$ cat src/rtl/gpu_pkg.sv
// Shared GPU definitions: default datapath widths and the primitive assembler state encoding.
package gpu_pkg;

  localparam int FIXED_WIDTH_DEFAULT = 16;
  localparam int INDEX_BIT_DEFAULT   = 4;

  typedef enum logic [2:0] {
    S_IDLE   = 3'd0,
    S_FETCH0 = 3'd1,
    S_FETCH1 = 3'd2,
    S_FETCH2 = 3'd3,
    S_OUT    = 3'd4,
    S_DONE   = 3'd5
  } pa_state_e;

endpackage

$ cat src/rtl/vertex_2d_ram.sv
// Screen-space vertex store: one (slot, component) write port and one combinational
// read port returning the packed {x, y} pair of a slot.
module vertex_2d_ram
  import gpu_pkg::*;
#(
  parameter int FIXED_WIDTH = FIXED_WIDTH_DEFAULT,
  parameter int INDEX_BIT   = INDEX_BIT_DEFAULT
) (
  input  logic                     clk,
  input  logic                     wr_en,
  input  logic [INDEX_BIT-1:0]     wr_slot,
  input  logic                     wr_comp,
  input  logic [FIXED_WIDTH-1:0]   wr_data,
  input  logic [INDEX_BIT-1:0]     rd_slot,
  output logic [2*FIXED_WIDTH-1:0] rd_data
);

  localparam int DEPTH = 1 << INDEX_BIT;

  logic [FIXED_WIDTH-1:0] mem_x [DEPTH];
  logic [FIXED_WIDTH-1:0] mem_y [DEPTH];

  // NOTE: storage has no reset so it maps onto plain RAM; every slot is written before it is read.
  always_ff @(posedge clk) begin
    if (wr_en) begin
      if (wr_comp) mem_y[wr_slot] <= wr_data;
      else         mem_x[wr_slot] <= wr_data;
    end
  end

  assign rd_data = {mem_x[rd_slot], mem_y[rd_slot]};

endmodule

$ cat src/rtl/prim_assembler.sv
// Primitive assembler: buffers 2D vertices from the vertex shader, then emits
// consecutive vertex triples as triangles over a valid/ready handshake.
module prim_assembler
  import gpu_pkg::*;
#(
  parameter int FIXED_WIDTH = FIXED_WIDTH_DEFAULT,
  parameter int INDEX_BIT   = INDEX_BIT_DEFAULT
) (
  input  logic                   clk,
  input  logic                   reset,
  input  logic [FIXED_WIDTH-1:0] vs_2d_vertex_data,
  input  logic [INDEX_BIT-1:0]   vs_2d_vertex_index,
  input  logic                   vs_2d_vertex_comp,
  input  logic                   vs_2d_vertex_wr,
  input  logic                   vs_2d_done,
  input  logic [INDEX_BIT-1:0]   num_vertex_in,
  output logic                   pa_busy,
  output logic                   tri_valid,
  input  logic                   tri_ready,
  output logic [FIXED_WIDTH-1:0] tri_x0,
  output logic [FIXED_WIDTH-1:0] tri_y0,
  output logic [FIXED_WIDTH-1:0] tri_x1,
  output logic [FIXED_WIDTH-1:0] tri_y1,
  output logic [FIXED_WIDTH-1:0] tri_x2,
  output logic [FIXED_WIDTH-1:0] tri_y2,
  output logic [INDEX_BIT-1:0]   tri_id,
  output logic                   frame_done,
  output logic                   wr_drop
);

  pa_state_e                state, state_nxt;
  logic [INDEX_BIT-1:0]     tri_total, base, rd_slot, done_total;
  logic [2*FIXED_WIDTH-1:0] rd_data;
  logic [FIXED_WIDTH-1:0]   rd_x, rd_y;
  logic                     wr_accept, last_tri;

  assign wr_accept  = vs_2d_vertex_wr && (state == S_IDLE);
  assign done_total = INDEX_BIT'(32'(num_vertex_in) / 32'd3);
  assign last_tri   = (tri_id == tri_total - INDEX_BIT'(1));
  assign rd_x       = rd_data[2*FIXED_WIDTH-1:FIXED_WIDTH];
  assign rd_y       = rd_data[FIXED_WIDTH-1:0];

  vertex_2d_ram #(
    .FIXED_WIDTH(FIXED_WIDTH),
    .INDEX_BIT  (INDEX_BIT)
  ) u_ram (
    .clk    (clk),
    .wr_en  (wr_accept),
    .wr_slot(vs_2d_vertex_index),
    .wr_comp(vs_2d_vertex_comp),
    .wr_data(vs_2d_vertex_data),
    .rd_slot(rd_slot),
    .rd_data(rd_data)
  );

  // The fetch state selects which vertex of the current triangle is read.
  always_comb begin
    case (state)
      S_FETCH1: rd_slot = base + INDEX_BIT'(1);
      S_FETCH2: rd_slot = base + INDEX_BIT'(2);
      default:  rd_slot = base;
    endcase
  end

  // NOTE: sequential state uses non-blocking assignments so every register samples pre-edge values.
  always_ff @(posedge clk) begin
    if (reset) state <= S_IDLE;
    else       state <= state_nxt;
  end

  // NOTE: state_nxt takes a default before the case so no path leaves it unassigned (no latch).
  always_comb begin
    state_nxt = state;
    case (state)
      S_IDLE: begin
        if (vs_2d_done) state_nxt = (done_total != '0) ? S_FETCH0 : S_DONE;
      end
      S_FETCH0: state_nxt = S_FETCH1;
      S_FETCH1: state_nxt = S_FETCH2;
      S_FETCH2: state_nxt = S_OUT;
      S_OUT: begin
        if (tri_ready) state_nxt = last_tri ? S_DONE : S_FETCH0;
      end
      S_DONE:   state_nxt = S_IDLE;
      default:  state_nxt = S_IDLE;
    endcase
  end

  always_comb begin
    pa_busy   = (state != S_IDLE);
    tri_valid = (state == S_OUT);
  end

  always_ff @(posedge clk) begin
    if (reset) begin
      tri_total  <= '0;
      base       <= '0;
      tri_id     <= '0;
      frame_done <= 1'b0;
      wr_drop    <= 1'b0;
      tri_x0     <= '0;
      tri_y0     <= '0;
      tri_x1     <= '0;
      tri_y1     <= '0;
      tri_x2     <= '0;
      tri_y2     <= '0;
    end else begin
      wr_drop    <= vs_2d_vertex_wr && (state != S_IDLE);
      frame_done <= (state == S_DONE);
      if (state == S_IDLE && vs_2d_done) begin
        tri_total <= done_total;
        base      <= '0;
        tri_id    <= '0;
      end
      if (state == S_OUT && tri_ready && !last_tri) begin
        base   <= base + INDEX_BIT'(3);
        tri_id <= tri_id + INDEX_BIT'(1);
      end
      // Triangle registers change only while fetching, so they hold through S_OUT stalls.
      case (state)
        S_FETCH0: begin tri_x0 <= rd_x; tri_y0 <= rd_y; end
        S_FETCH1: begin tri_x1 <= rd_x; tri_y1 <= rd_y; end
        S_FETCH2: begin tri_x2 <= rd_x; tri_y2 <= rd_y; end
        default: ;
      endcase
    end
  end

endmodule
$ cat config.mk
export PLATFORM = sky130hd
export DESIGN_NAME = prim_assembler
export DESIGN_NICKNAME = d
export VERILOG_FILES = /design/src/rtl/gpu_pkg.sv /design/src/rtl/vertex_2d_ram.sv /design/src/rtl/prim_assembler.sv
export SDC_FILE = /design/constraint.sdc
export NUM_CORES = 1
export LEC_CHECK = 0
export CORE_MARGIN = 4
export CORE_UTILIZATION = 30
export CTS_CLUSTER_SIZE = 40
export DETAILED_ROUTE_END_ITERATION = 6
export GPL_TIMING_DRIVEN = 1
export SYNTH_ARGS = -nofsm -noshare
export SYNTH_HDL_FRONTEND = slang
export SYNTH_SLANG_ARGS = --single-unit
$ cat constraint.sdc
create_clock -name clk -period 2.75 [get_ports clk]
set_input_delay 0.6875 -clock clk [delete_from_list [all_inputs] [get_ports clk]]
set_output_delay 0.6875 -clock clk [all_outputs]
set_load 0.005 [all_outputs]
======== After elaboration in Yosys (flattened, before gate mapping) ========
Memories as Yosys holds them, arrays and structs flattened.
Cells that the tools add are included.
storage, ports and cells
  bits in registers ....................... 113
  memory bits (writable) .................. 512
  input bits .............................. 30
  output and inout port bits .............. 104
  word-level logic and storage cells ...... 54
  memories kept ........................... 2
operators by class
  add/sub/neg operators ................... 5
  divide/modulo/power cells ............... 1
  eq/ne operators ......................... 8
  mux-type cells .......................... 15
  reductions and logical operators ........ 11
memories
  memory       words  bits a word  rd ports  clocked after memory_dff  wr ports  line                 text
  u_ram.mem_x  16     16           1         0                         1         vertex_2d_ram.sv:20  logic [FIXED_WIDTH-1:0] mem_x [DEPTH];
  u_ram.mem_y  16     16           1         0                         1         vertex_2d_ram.sv:21  logic [FIXED_WIDTH-1:0] mem_y [DEPTH];
operator list
  cell                                               count
  divider 4 x 2 -> 32 bit (second input constant)    1
  one-hot mux 3 bit (5 select lines)                 1
  2-to-1 mux 3 bit                                   4
  2-to-1 mux 4 bit                                   3
  adder 4 x 1 -> 4 bit (second input constant)       2
  adder 4 x 2 -> 4 bit (second input constant)       2
  one-hot mux 4 bit (2 select lines)                 1
  == test 3 x 2 -> 1 bit (second input constant)     2
  == test 3 bit (second input constant)              2
  2-to-1 mux 1 bit                                   6
  logical AND 1 bit                                  5
  == test 4 bit                                      1
  nonzero test 4 bit                                 1
  subtractor 4 x 1 -> 4 bit (second input constant)  1
  == test 3 x 1 -> 1 bit (second input constant)     1
  zero test 3 bit                                    1
  nonzero test 3 bit                                 1
  != test 2 x 1 -> 1 bit (second input constant)     1
  != test 2 bit (second input constant)              1
  AND reduction 2 bit                                1
  nonzero test 2 bit                                 1
  zero test 1 bit                                    1

======== Longest topological paths before layout ========
Gate-level depths: netlist of the first run.
  depth after elaboration ................. 5
  gate-level depth with buffers ........... 10
  gate-level depth less buffers ........... 10

======== Hierarchy ========
From an unflattened synthesis of the first run, not the netlist that was laid out.
unflattened totals
  cell total of the unflattened synthesis .. 1390
  area total of the unflattened synthesis .. 23682.7 um^2
modules (own cells, without submodules)
  module          instances  cells each  area an instance (um^2)  sequential area each (um^2)
  vertex_2d_ram   1          834         19299.8                  15374.7
  prim_assembler  1          556         4383.0                   2242.2

======== Worst setup path after synthesis of the first run ========
OpenSTA, ideal clock, no wires.
  kind .................................... register -> register
  start ................................... reg state[0]
  end ..................................... mem u_ram.mem_x[3][0] (netlist name), enable pin
  library setup time ...................... 0.388 ns
  arrival time ............................ 2.064 ns
  required time ........................... 2.362 ns
  slack ................................... 0.298 ns
  stages on the path, launching flop included .. 7
  path buffers ............................ 1
  clock period less this slack ............ 2.452 ns
  cell sequence ........................... dfxtp_1 > buf_4 > nor3_1 > nand2_1 > nor2_1 > nand3_1 > nor2_1
between the ends
  cells in the longest elaborated chain, start to end .. 4
ends and longest elaborated chain
  item                                    line                  text
  from (decl)                             prim_assembler.sv:31  pa_state_e state, state_nxt;
  from (signal assigned)                  prim_assembler.sv:68  else state <= state_nxt;
  zero test 3 bit                         prim_assembler.sv:37  assign wr_accept = vs_2d_vertex_wr && (state == S_IDLE);
  logical AND 1 bit                       prim_assembler.sv:37
  2-to-1 mux 1 bit                        vertex_2d_ram.sv:25   if (wr_en) begin
  2-to-1 mux 1 bit (implied by the code)  vertex_2d_ram.sv:27   else mem_x[wr_slot] <= wr_data;
  to (decl)                               vertex_2d_ram.sv:20
Every way passes these cells.

======== Worst setup path after layout of the first run ========
  start ................................... reg state[1]
  end ..................................... reg tri_x1[3]
between the ends
  cells in the longest elaborated chain, start to end .. 3
  elaborated cells between the ends (all ways) .. 4
  classes of those cells .................. eq/ne: 2; mux: 1; memory: 1
ends and longest elaborated chain
  item                                              line                                         text
  == test 3 x 2 -> 1 bit, on equally long branches  prim_assembler.sv:58, prim_assembler.sv:120
  one-hot mux 4 bit (2 select lines)                prim_assembler.sv:58                         case (state)
  memory read (16 x 16 bit)                         -
  to (signal assigned)                              prim_assembler.sv:122                        S_FETCH1: begin tri_x1 <= rd_x; tri_y1 <= rd_y; end
  to (decl)                                         prim_assembler.sv:22                         output logic [FIXED_WIDTH-1:0] tri_x1,
Parallel ways exist; a longest one is shown, timed or not.
A chain may end at the register's enable or synchronous reset.

==> results of run 1 <==
==> per-stage QoR <==
stage | cell area (µm²) | hold WS (ns) | total power [W] | TNS (ns) | setup slack (ns)
floorplan | 24400 | 0.472 | 0.0123 | 0 | 0.298
global placement | 28200 | 0.490 | 0.0137 | -0.0571 | -0.0571
global route | 30400 | 0.518 | 0.0230 | -0.00846 | -0.00846
CTS | 30400 | 0.502 | 0.0223 | 0 | 0.0489
finish | 30400 | 0.500 | 0.0222 | 0 | 0.0612
detailed placement | 28200 | 0.492 | 0.0137 | -0.122 | -0.0983
==> cell usage in the layout, fill, tap and decap left out, types with 3 or more instances in the layout <==
master	count
nand3_1	134
bufinv_16	5
a32oi_2	3
clkinv_2	10
nand2b_1	4
dfxtp_1	111
nor2_2	4
buf_4	120
clkbuf_8	16
a311oi_1	96
clkbuf_16	64
buf_12	36
nor2_1	151
nor2b_1	3
xnor2_1	8
edfxtp_1	512
clkdlybuf4s50_1	130
inv_1	10
o21ai_0	5
a21oi_1	10
ha_1	9
clkinv_1	3
nor3_1	8
or2_2	3
nand2_1	270
a32oi_1	61
clkbuf_1	12
mux2i_1	192
==> per-layer routing <==
layer | track usage | part of all wire | routed length (µm)
met1 | 0.210 | 0.45 | 29700
met2 | 0.231 | 0.45 | 29500
met3 | 0.0289 | 0.076 | 4960
met4 | 0.0443 | 0.022 | 1440
met5 | 0 | 0.00026 | 17
==> repair_timing <==
action	CTS	global route
endpoints found under the setup margin	6	20
resized for setup	4	7
hold buffers	0	0
setup buffers	0	1
cloned	1	0
==> final timing paths <==
kind,start,end,slack [ns]
max,state[1],tri_x1[3],0.06
min,tri_y0[4],tri_y0[4],0.50
max reg2reg,state[1],tri_x1[3],0.06
min reg2reg,tri_y0[4],tri_y0[4],0.50
==> sequential cells by signal, indices dropped and copies added (netlist names) <==
register,count
base,4
frame_done,1
state,3
tri_id,4
tri_total,3
tri_x0,16
tri_x1,16
tri_x2,16
tri_y0,16
tri_y1,16
tri_y2,16
u_ram.mem_x,256
u_ram.mem_y,256
wr_drop,1
==> kinds of logic after synthesis <==
kind of cell,after synthesis
DFF,624
and+or+nand+nor,590
muxes,194
AOI/OAI and AO/OA,188
buffers and inverters,125
xor gates and xnor gates,12
adders and majority gates,9
==> power by group <==
group | internal [W] | switching, W
Sequential | 0.0104 | 0.000133
Combinational | 0.00126 | 0.00173
Clock | 0.00514 | 0.00345
==> area by class of cell <==
| type | count | area, µm² |
|---|---|---|
| diodes | 2 | 5.00 |
| clock buffers | 93 | 1870 |
| clock inverters | 23 | 246 |
| fillers | 7498 | 50100 |
| inverters | 10 | 37.5 |
| multi-input cells | 993 | 6310 |
| flip-flops and latches | 624 | 17600 |
| well taps | 1060 | 1330 |
| repair buffers | 292 | 3020 |
==> worst max-delay path: cells and delay by family, from the launching register on <==
| kind | cells | cell delay, ns |
|---|---|---|
| buffers and inverters | 3 | 0.75 |
| and+or+nand+nor | 1 | 0.32 |
| xor gates and xnor gates | 1 | 0.29 |
| DFF | 1 | 0.40 |
| AOI/OAI and AO/OA | 2 | 0.43 |
| muxes | 2 | 0.31 |
==> flow_metrics.env, run 1 <==
export IMPL_synthAdderAreaFrac=0.00461
export IMPL_post_route_drc_count=0
export IMPL_worst_pin_slew_ns=0.759
export IMPL_final_cells=3097
export IMPL_crit_slowest_cell="dfxtp_1"
export IMPL_wirelength_mm=65.6
export IMPL_cp_cell_sequence="nor3b_4 > xnor2_4 > buf_12 > buf_4 > mux2i_1 > mux2i_1 > a32oi_1 > buf_4 > a311oi_1"
export IMPL_final_util=0.378
export IMPL_synth_top_cell_area_share=0.630
export IMPL_grt_max_degree=70
export IMPL_skew_ns=0.0165
export IMPL_p_leak_nw=11.2
export IMPL_status="complete, no violations"
export IMPL_ir_drop_mv=0.488
export IMPL_cts_htree_levels=2
export IMPL_ys_ff_latch=624
export IMPL_fin_crit_ns=2.69
export IMPL_synth_xor_area_share=0.00461
export IMPL_finalHoldViolations=0
export IMPL_synthArstFlopShare=0
export IMPL_grt_setup_unrepaired="true"
export IMPL_synth_compound_area_frac=0.0649
export IMPL_ys_types=44
export IMPL_gr_total_overflow=0
export IMPL_maxSlewHeadroom=0.494
export IMPL_place_gp_congestion=0.787
export IMPL_dp_cells=2977
export IMPL_clkTransAtPathRegs_ns=0.06
export IMPL_cts_sinks=624
export IMPL_layout_drive_gt1_share=0.141
export IMPL_yosysMostFrequentCell="edfxtp_1"
export IMPL_vias=15420
export IMPL_crit_path_start_kind="flop"
export IMPL_holdPathStages=2
export IMPL_synth_area_um2=24400
export IMPL_cts_tree="yes"
export IMPL_synth_area_leaders="edfxtp_1 63%, dfxtp_1 9.2%, mux2i_1 7.9%"
export IMPL_slew_viol_final=0
export IMPL_netlist_instances=1742
export IMPL_synth_edf_count=512
export IMPL_worstSetupPathType="flop to flop"
export IMPL_numPortBuffers=133
export IMPL_synth_top_family_by_area="simple AND/OR/NAND/NOR gates"
export IMPL_yosysSeqAreaShare=0.722
export IMPL_setup_viol=0
export IMPL_chipWidth_um=293
export IMPL_track_usage=0.148
export IMPL_ys_flop_type="edfxtp_1"
export IMPL_cts_inserted_buffers=61
export IMPL_hold_path_class="flop to flop"
export IMPL_drt_initial_drc_count=1365
export IMPL_max_stage_delay_ns=0.40
export IMPL_worstPathArrival_ns=3.14
export IMPL_ys_warn_count=0
export IMPL_clk_latency_ns=0.62
export IMPL_yosys_area_top_type="edfxtp_1"
export IMPL_cap_violations=0
export IMPL_core_area_um2=80500
export IMPL_first_pass_iters=5
export IMPL_die_height_um=293
export IMPL_grt_pass1_vias=15014
export IMPL_ant_nets=0
export IMPL_synth_simple_area_share=0.101
export IMPL_wl_per_cell_um=21.2
export IMPL_area_growth_pct=24.8
export IMPL_dieArea_um2=86000
export IMPL_cts_buffer_depth=3
export IMPL_cp_max_fo=23
export IMPL_period_share=0.978
export IMPL_synth_nets=1781
export IMPL_rr_worst_depth=9
export IMPL_worstPathRequired_ns=3.21
export IMPL_antenna_found_initial=4
export IMPL_grt_pass1_wl_mm=96.6
export IMPL_avgSynthCellArea_um2=14.0
export IMPL_crit_path_end_kind="flop"
export IMPL_boundaryPins=134
export IMPL_dp_hpwl_mm=42.3
export IMPL_yosys_top_cells_count="512 x edfxtp_1, 270 x nand2_1, 193 x mux2i_1"
export IMPL_finish_net_count=2021
export IMPL_yosys_mux_area_fraction=0.0796
export IMPL_start_util=0.303
export IMPL_cts_root_buf="clkbuf_16"
export IMPL_rows=104
export IMPL_vias_per_cell=4.98
export IMPL_power_density_nw_per_um2=728
export IMPL_fmax_ghz=0.372
Note: power is estimated with default switching activity, not from simulation.
==> run 2: changes to the inputs <==
--- a/config.mk
+++ b/config.mk
@@ -10,6 +10,7 @@
 export CTS_CLUSTER_SIZE = 40
 export DETAILED_ROUTE_END_ITERATION = 6
 export GPL_TIMING_DRIVEN = 1
+export REMOVE_ABC_BUFFERS = 1
 export SYNTH_ARGS = -nofsm -noshare
 export SYNTH_HDL_FRONTEND = slang
 export SYNTH_SLANG_ARGS = --single-unit
==> flow_metrics.env, run 2 (same netlist as run 1, synthesis figures left out) <==
export IMPL_final_common_cell="edfxtp_1"
export IMPL_gr_total_overflow=0
export IMPL_cap_violations=0
export IMPL_setup_viol=0
export IMPL_worstSetupPathType="flop to flop"
export IMPL_top_regs="u_ram.mem_x: 256 flops, u_ram.mem_y: 256 flops"
export IMPL_power_w=0.0224
export IMPL_worstPathRequired_ns=3.24
export IMPL_skew_ns=0.0214
export IMPL_hold_path_class="input pin to flop"
export IMPL_numPortBuffers=133
export IMPL_fin_crit_ns=2.67
export IMPL_slew_viol_final=0
export IMPL_cts_htree_levels=3
export IMPL_clkTransAtPathRegs_ns=0.06
export IMPL_rows=104
export IMPL_cts_tree="yes"
export IMPL_wirelength_mm=66.4
export IMPL_chipWidth_um=293
export IMPL_clk_latency_ns=0.60
export IMPL_cts_sinks=624
export IMPL_vias=15408
export IMPL_drt_initial_drc_count=997
export IMPL_first_pass_iters=7
export IMPL_boundaryPins=134
export IMPL_antenna_found_initial=1
export IMPL_max_stage_delay_ns=0.36
export IMPL_layout_drive_gt1_share=0.154
export IMPL_p_leak_nw=11.3
export IMPL_fmax_ghz=0.375
export IMPL_cts_hold_buf=0
export IMPL_wl_per_cell_um=21.4
export IMPL_worstPathArrival_ns=3.16
export IMPL_core_area_um2=80500
export IMPL_dp_hpwl_mm=39.9
export IMPL_status="complete, no violations"
export IMPL_ant_nets=0
export IMPL_post_route_drc_count=0
export IMPL_place_gp_congestion=0.779
export IMPL_dieArea_um2=86000
export IMPL_ir_drop_mv=0.443
export IMPL_multi_input_comb_area_um2=6510
export IMPL_final_cell_mix="512 x edfxtp_1, 270 x nand2_1, 185 x mux2i_1"
export IMPL_power_density_nw_per_um2=727
export IMPL_vias_per_cell=4.96
export IMPL_cts_inserted_buffers=70
export IMPL_critPathBufInv=4
export IMPL_finish_net_count=2032
export IMPL_start_util=0.303
export IMPL_seq_area_um2=17600
export IMPL_grt_pass1_vias=15656
export IMPL_final_util=0.383
export IMPL_cts_root_buf="clkbuf_16"
export IMPL_grt_pass1_wl_mm=98.9
export IMPL_crit_path_start_kind="flop"
export IMPL_cp_max_fo=35
export IMPL_die_height_um=293
export IMPL_crit_slowest_cell="dfxtp_2"
export IMPL_track_usage=0.152
export IMPL_grt_setup_unrepaired="true"
export IMPL_cp_cell_sequence="buf_4 > inv_1 > ha_1 > mux2i_2 > o21a_4 > buf_12 > mux2i_2 > a32oi_1 > buf_4 > a311oi_1"
export IMPL_cp_top_family="buffers and inverters"
export IMPL_fillCellCount=7424
export IMPL_area_growth_pct=26.4
export IMPL_grt_max_degree=66
export IMPL_crit_path_end_kind="flop"
export IMPL_cts_buffer_depth=3
export IMPL_period_share=0.970
export IMPL_finalHoldViolations=0
export IMPL_maxSlewHeadroom=0.432
export IMPL_worst_pin_slew_ns=0.850
==> run 2: where the power goes <==
group	leakage, nW	internal, W	switching, W
combinational	4.68	0.00129	0.00163
clock	1.08	0.00526	0.00367
sequential	5.52	0.0104	0.000118
total	11.3	0.0170	0.00542
==> run 2: what timing repair did <==
action | CTS | global route
buffers inserted | 4 | 4
endpoints found under the setup margin | 92 | 76
pin swaps | 2 | 8
resized for setup | 9 | 31
cloned | 2 | 0
==> run 2: cell type report <==
type | count | area share
inverter | 10 | 0.00122
timing repair buffer | 293 | 0.101
antenna | 2 | 0.000162
multi-input combinational | 994 | 0.211
sequential | 624 | 0.571
tap | 1060 | 0.0430
clock buffer | 90 | 0.0627
clock inverter | 35 | 0.00917
==> run 2: worst paths after layout <==
check / from / to / slack, ns / cells after the start
worst max-delay path: base[0] / tri_y1[11] / 0.08 / 10
worst max register to register: base[0] / tri_y1[11] / 0.08 / 10
worst min register to register: tri_x0[15] / tri_x0[15] / 0.49 / 2
worst min-delay path: reset / tri_total[2] / 0.45 / 2
==> run 2: per-layer routing <==
metal / share of wire / global-route usage / routed length [µm] / vias to the layer above
met1: 0.42 / 0.196 / 28200 / 7757
met5: 0 / 0 / 0 / -
li1: - / - / - / 7102
met2: 0.49 / 0.259 / 32700 / 433
met4: 0.030 / 0.0489 / 2010 / 0
met3: 0.053 / 0.0271 / 3550 / 116
==> run 2: per-stage QoR <==
| step | setup TNS (ns) | area, µm² | hold slack, ns | std cells | worst slack [ns] |
|---|---|---|---|---|---|
| 2_1_floorplan | -706.08 | 23900 | 0.462 | 1627 | -7.42 |
| 3_3_place_gp | -1.28 | 28200 | 0.488 | 2971 | -0.146 |
| 3_5_place_dp | -5.31 | 28200 | 0.493 | 2971 | -0.191 |
| 4_1_cts | 0 | 30600 | 0.427 | 3102 | 0.00165 |
| 5_1_grt | -0.382 | 30800 | 0.446 | 3106 | -0.0516 |
| 6_report | 0 | 30800 | 0.449 | 3108 | 0.0828 |
==> run 3: changes to the inputs <==
--- a/config.mk
+++ b/config.mk
@@ -5,11 +5,14 @@
 export SDC_FILE = /design/constraint.sdc
 export NUM_CORES = 1
 export LEC_CHECK = 0
+export CORE_ASPECT_RATIO = 1.5
 export CORE_MARGIN = 4
-export CORE_UTILIZATION = 30
+export CORE_UTILIZATION = 59
 export CTS_CLUSTER_SIZE = 40
 export DETAILED_ROUTE_END_ITERATION = 6
 export GPL_TIMING_DRIVEN = 1
+export HOLD_SLACK_MARGIN = 0.05
+export PLACE_DENSITY = 0.79
 export REMOVE_ABC_BUFFERS = 1
 export SYNTH_ARGS = -nofsm -noshare
 export SYNTH_HDL_FRONTEND = slang
==> flow_metrics.env, run 3 (same netlist as run 1, synthesis figures left out) <==
export IMPL_antenna_found_initial=0
export IMPL_die_height_um=257
export IMPL_max_stage_delay_ns=0.43
export IMPL_area_growth_pct=19.3
export IMPL_drt_initial_drc_count=1712
export IMPL_cap_violations=0
export IMPL_cp_startpoint="state[2]"
export IMPL_diodes=0
export IMPL_dp_hpwl_mm=38.2
export IMPL_fmax_ghz=0.375
export IMPL_period_share=0.971
export IMPL_grt_pass1_wl_mm=91.7
export IMPL_crit_path_end_kind="output port"
export IMPL_finalHoldViolations=0
export IMPL_wl_per_cell_um=24.5
export IMPL_track_usage=0.266
export IMPL_grt_setup_unrepaired="false"
export IMPL_power_density_nw_per_um2=716
export IMPL_finish_net_count=1980
export IMPL_cts_inserted_buffers=52
export IMPL_start_util=0.595
export IMPL_dieArea_um2=44700
export IMPL_cp_max_fo=9
export IMPL_cts_tree="yes"
export IMPL_cts_buffer_depth=3
export IMPL_cts_sinks=624
export IMPL_fin_ws_ns=0.0805
export IMPL_top_regs="u_ram.mem_x: 256 flops, u_ram.mem_y: 256 flops"
export IMPL_maxSlewHeadroom=0.520
export IMPL_worst_pin_slew_ns=0.720
export IMPL_cp_cell_sequence="buf_4 > nor3_4 > buf_4 > inv_1 > clkdlybuf4s50_1"
export IMPL_min_from="tri_x2[11]"
export IMPL_cp_top_family="buffers and inverters"
export IMPL_worstSetupPathType="flop to output port"
export IMPL_clk_latency_ns=0.60
export IMPL_dp_cells=2398
export IMPL_layout_drive_gt1_share=0.117
export IMPL_chipWidth_um=174
export IMPL_worst_path_most_repeated_cell="buf_4"
export IMPL_first_pass_iters=5
export IMPL_place_ws_ns=-0.138
export IMPL_ir_drop_mv=0.584
export IMPL_crit_path_start_kind="flop"
export IMPL_vias_per_cell=6.31
export IMPL_tns_ns=0
export IMPL_cts_root_buf="clkbuf_16"
export IMPL_final_cell_mix="512 x edfxtp_1, 270 x nand2_1, 192 x mux2i_1"
export IMPL_fillCellCount=2582
export IMPL_cts_htree_levels=2
export IMPL_p_leak_nw=10.9
export IMPL_seq_area_um2=17600
export IMPL_post_route_drc_count=0
export IMPL_skew_ns=0.0311
export IMPL_gr_total_overflow=0
export IMPL_r2r_start="state[2]"
export IMPL_fin_crit_ns=2.67
export IMPL_ant_nets=0
export IMPL_grt_max_degree=70
export IMPL_multi_input_comb_area_um2=6300
export IMPL_hold_path_class="flop to flop"
export IMPL_boundaryPins=134
export IMPL_grt_pass1_vias=15713
export IMPL_numPortBuffers=133
export IMPL_postCtsSetupRepairBufs=0
export IMPL_core_area_um2=41000
export IMPL_worstPathArrival_ns=1.98
export IMPL_final_common_cell="edfxtp_1"
export IMPL_cts_hold_buf=0
export IMPL_status="complete, no violations"
export IMPL_placed_area_um2=27300
export IMPL_stdcell_area_um2=29100
export IMPL_place_gp_congestion=0.839
export IMPL_slew_viol_final=0
export IMPL_clkTransAtPathRegs_ns=0.06
export IMPL_crit_slowest_cell="clkdlybuf4s50_1"
export IMPL_wirelength_mm=61.0
export IMPL_rows=91
export IMPL_vias=15747
export IMPL_worstPathRequired_ns=2.06
export IMPL_critPathBufInv=4
export IMPL_final_cells=2496
export IMPL_setup_viol=0
-- run 3: power breakdown --
group          switching, W  internal (W)  total (W)
clock               0.00330       0.00417    0.00746
sequential         0.000123        0.0104     0.0106
combinational       0.00163       0.00119    0.00282
-- run 3: worst reg2reg max path: stages (launching register included) --
cell and delay [ns]:
dfxtp_1 0.36, nor3b_4 0.44, xnor2_4 0.24, buf_12 0.37
buf_4 0.35, nand2_1 0.06, nand3_1 0.11, a32oi_1 0.23
a311oi_1 0.39
-- run 3: metal layers --
layer / vias up / share of wire / GRT usage
met2: 817 / 0.53 / 0.486
li1: 6984 / - / -
met3: 159 / 0.078 / 0.0397
met5: - / 0 / 0
met4: 0 / 0.036 / 0.0973
met1: 7787 / 0.36 / 0.318
-- run 3: what timing repair did --
| item | in CTS | in global routing |
|---|---|---|
| setup endpoints to repair | 1 | 2 |
| resized for setup | 1 | 4 |
| pin swaps | 0 | 0 |
| cloned | 0 | 0 |
-- run 3: final timing paths --
| kind | to | slack, ns | cells past startpoint |
|---|---|---|---|
| setup reg to reg | tri_y0[11] | 0.13 | 8 |
| setup / recovery | pa_busy | 0.08 | 5 |
| hold reg to reg | tri_x2[11] | 0.50 | 2 |
| hold / removal | tri_x2[11] | 0.50 | 2 |
-- run 3: area by class of cell --
type                       count  area share
clock buffer                  71      0.0532
clock inverter                27     0.00718
inverter                      10     0.00129
multi-input combinational    993       0.216
sequential                   624       0.605
tap                          511      0.0220
timing repair buffer         260      0.0946
-- run 3: through the flow --
stage / util / power (W) / hold slack [ns]
floorplan: - / 0.0126 / 0.462
global placement: 0.667 / 0.0134 / 0.486
detailed placement: 0.667 / 0.0135 / 0.493
CTS: 0.710 / 0.0209 / 0.501
global route: 0.710 / 0.0215 / 0.516
finish: 0.710 / 0.0208 / 0.497
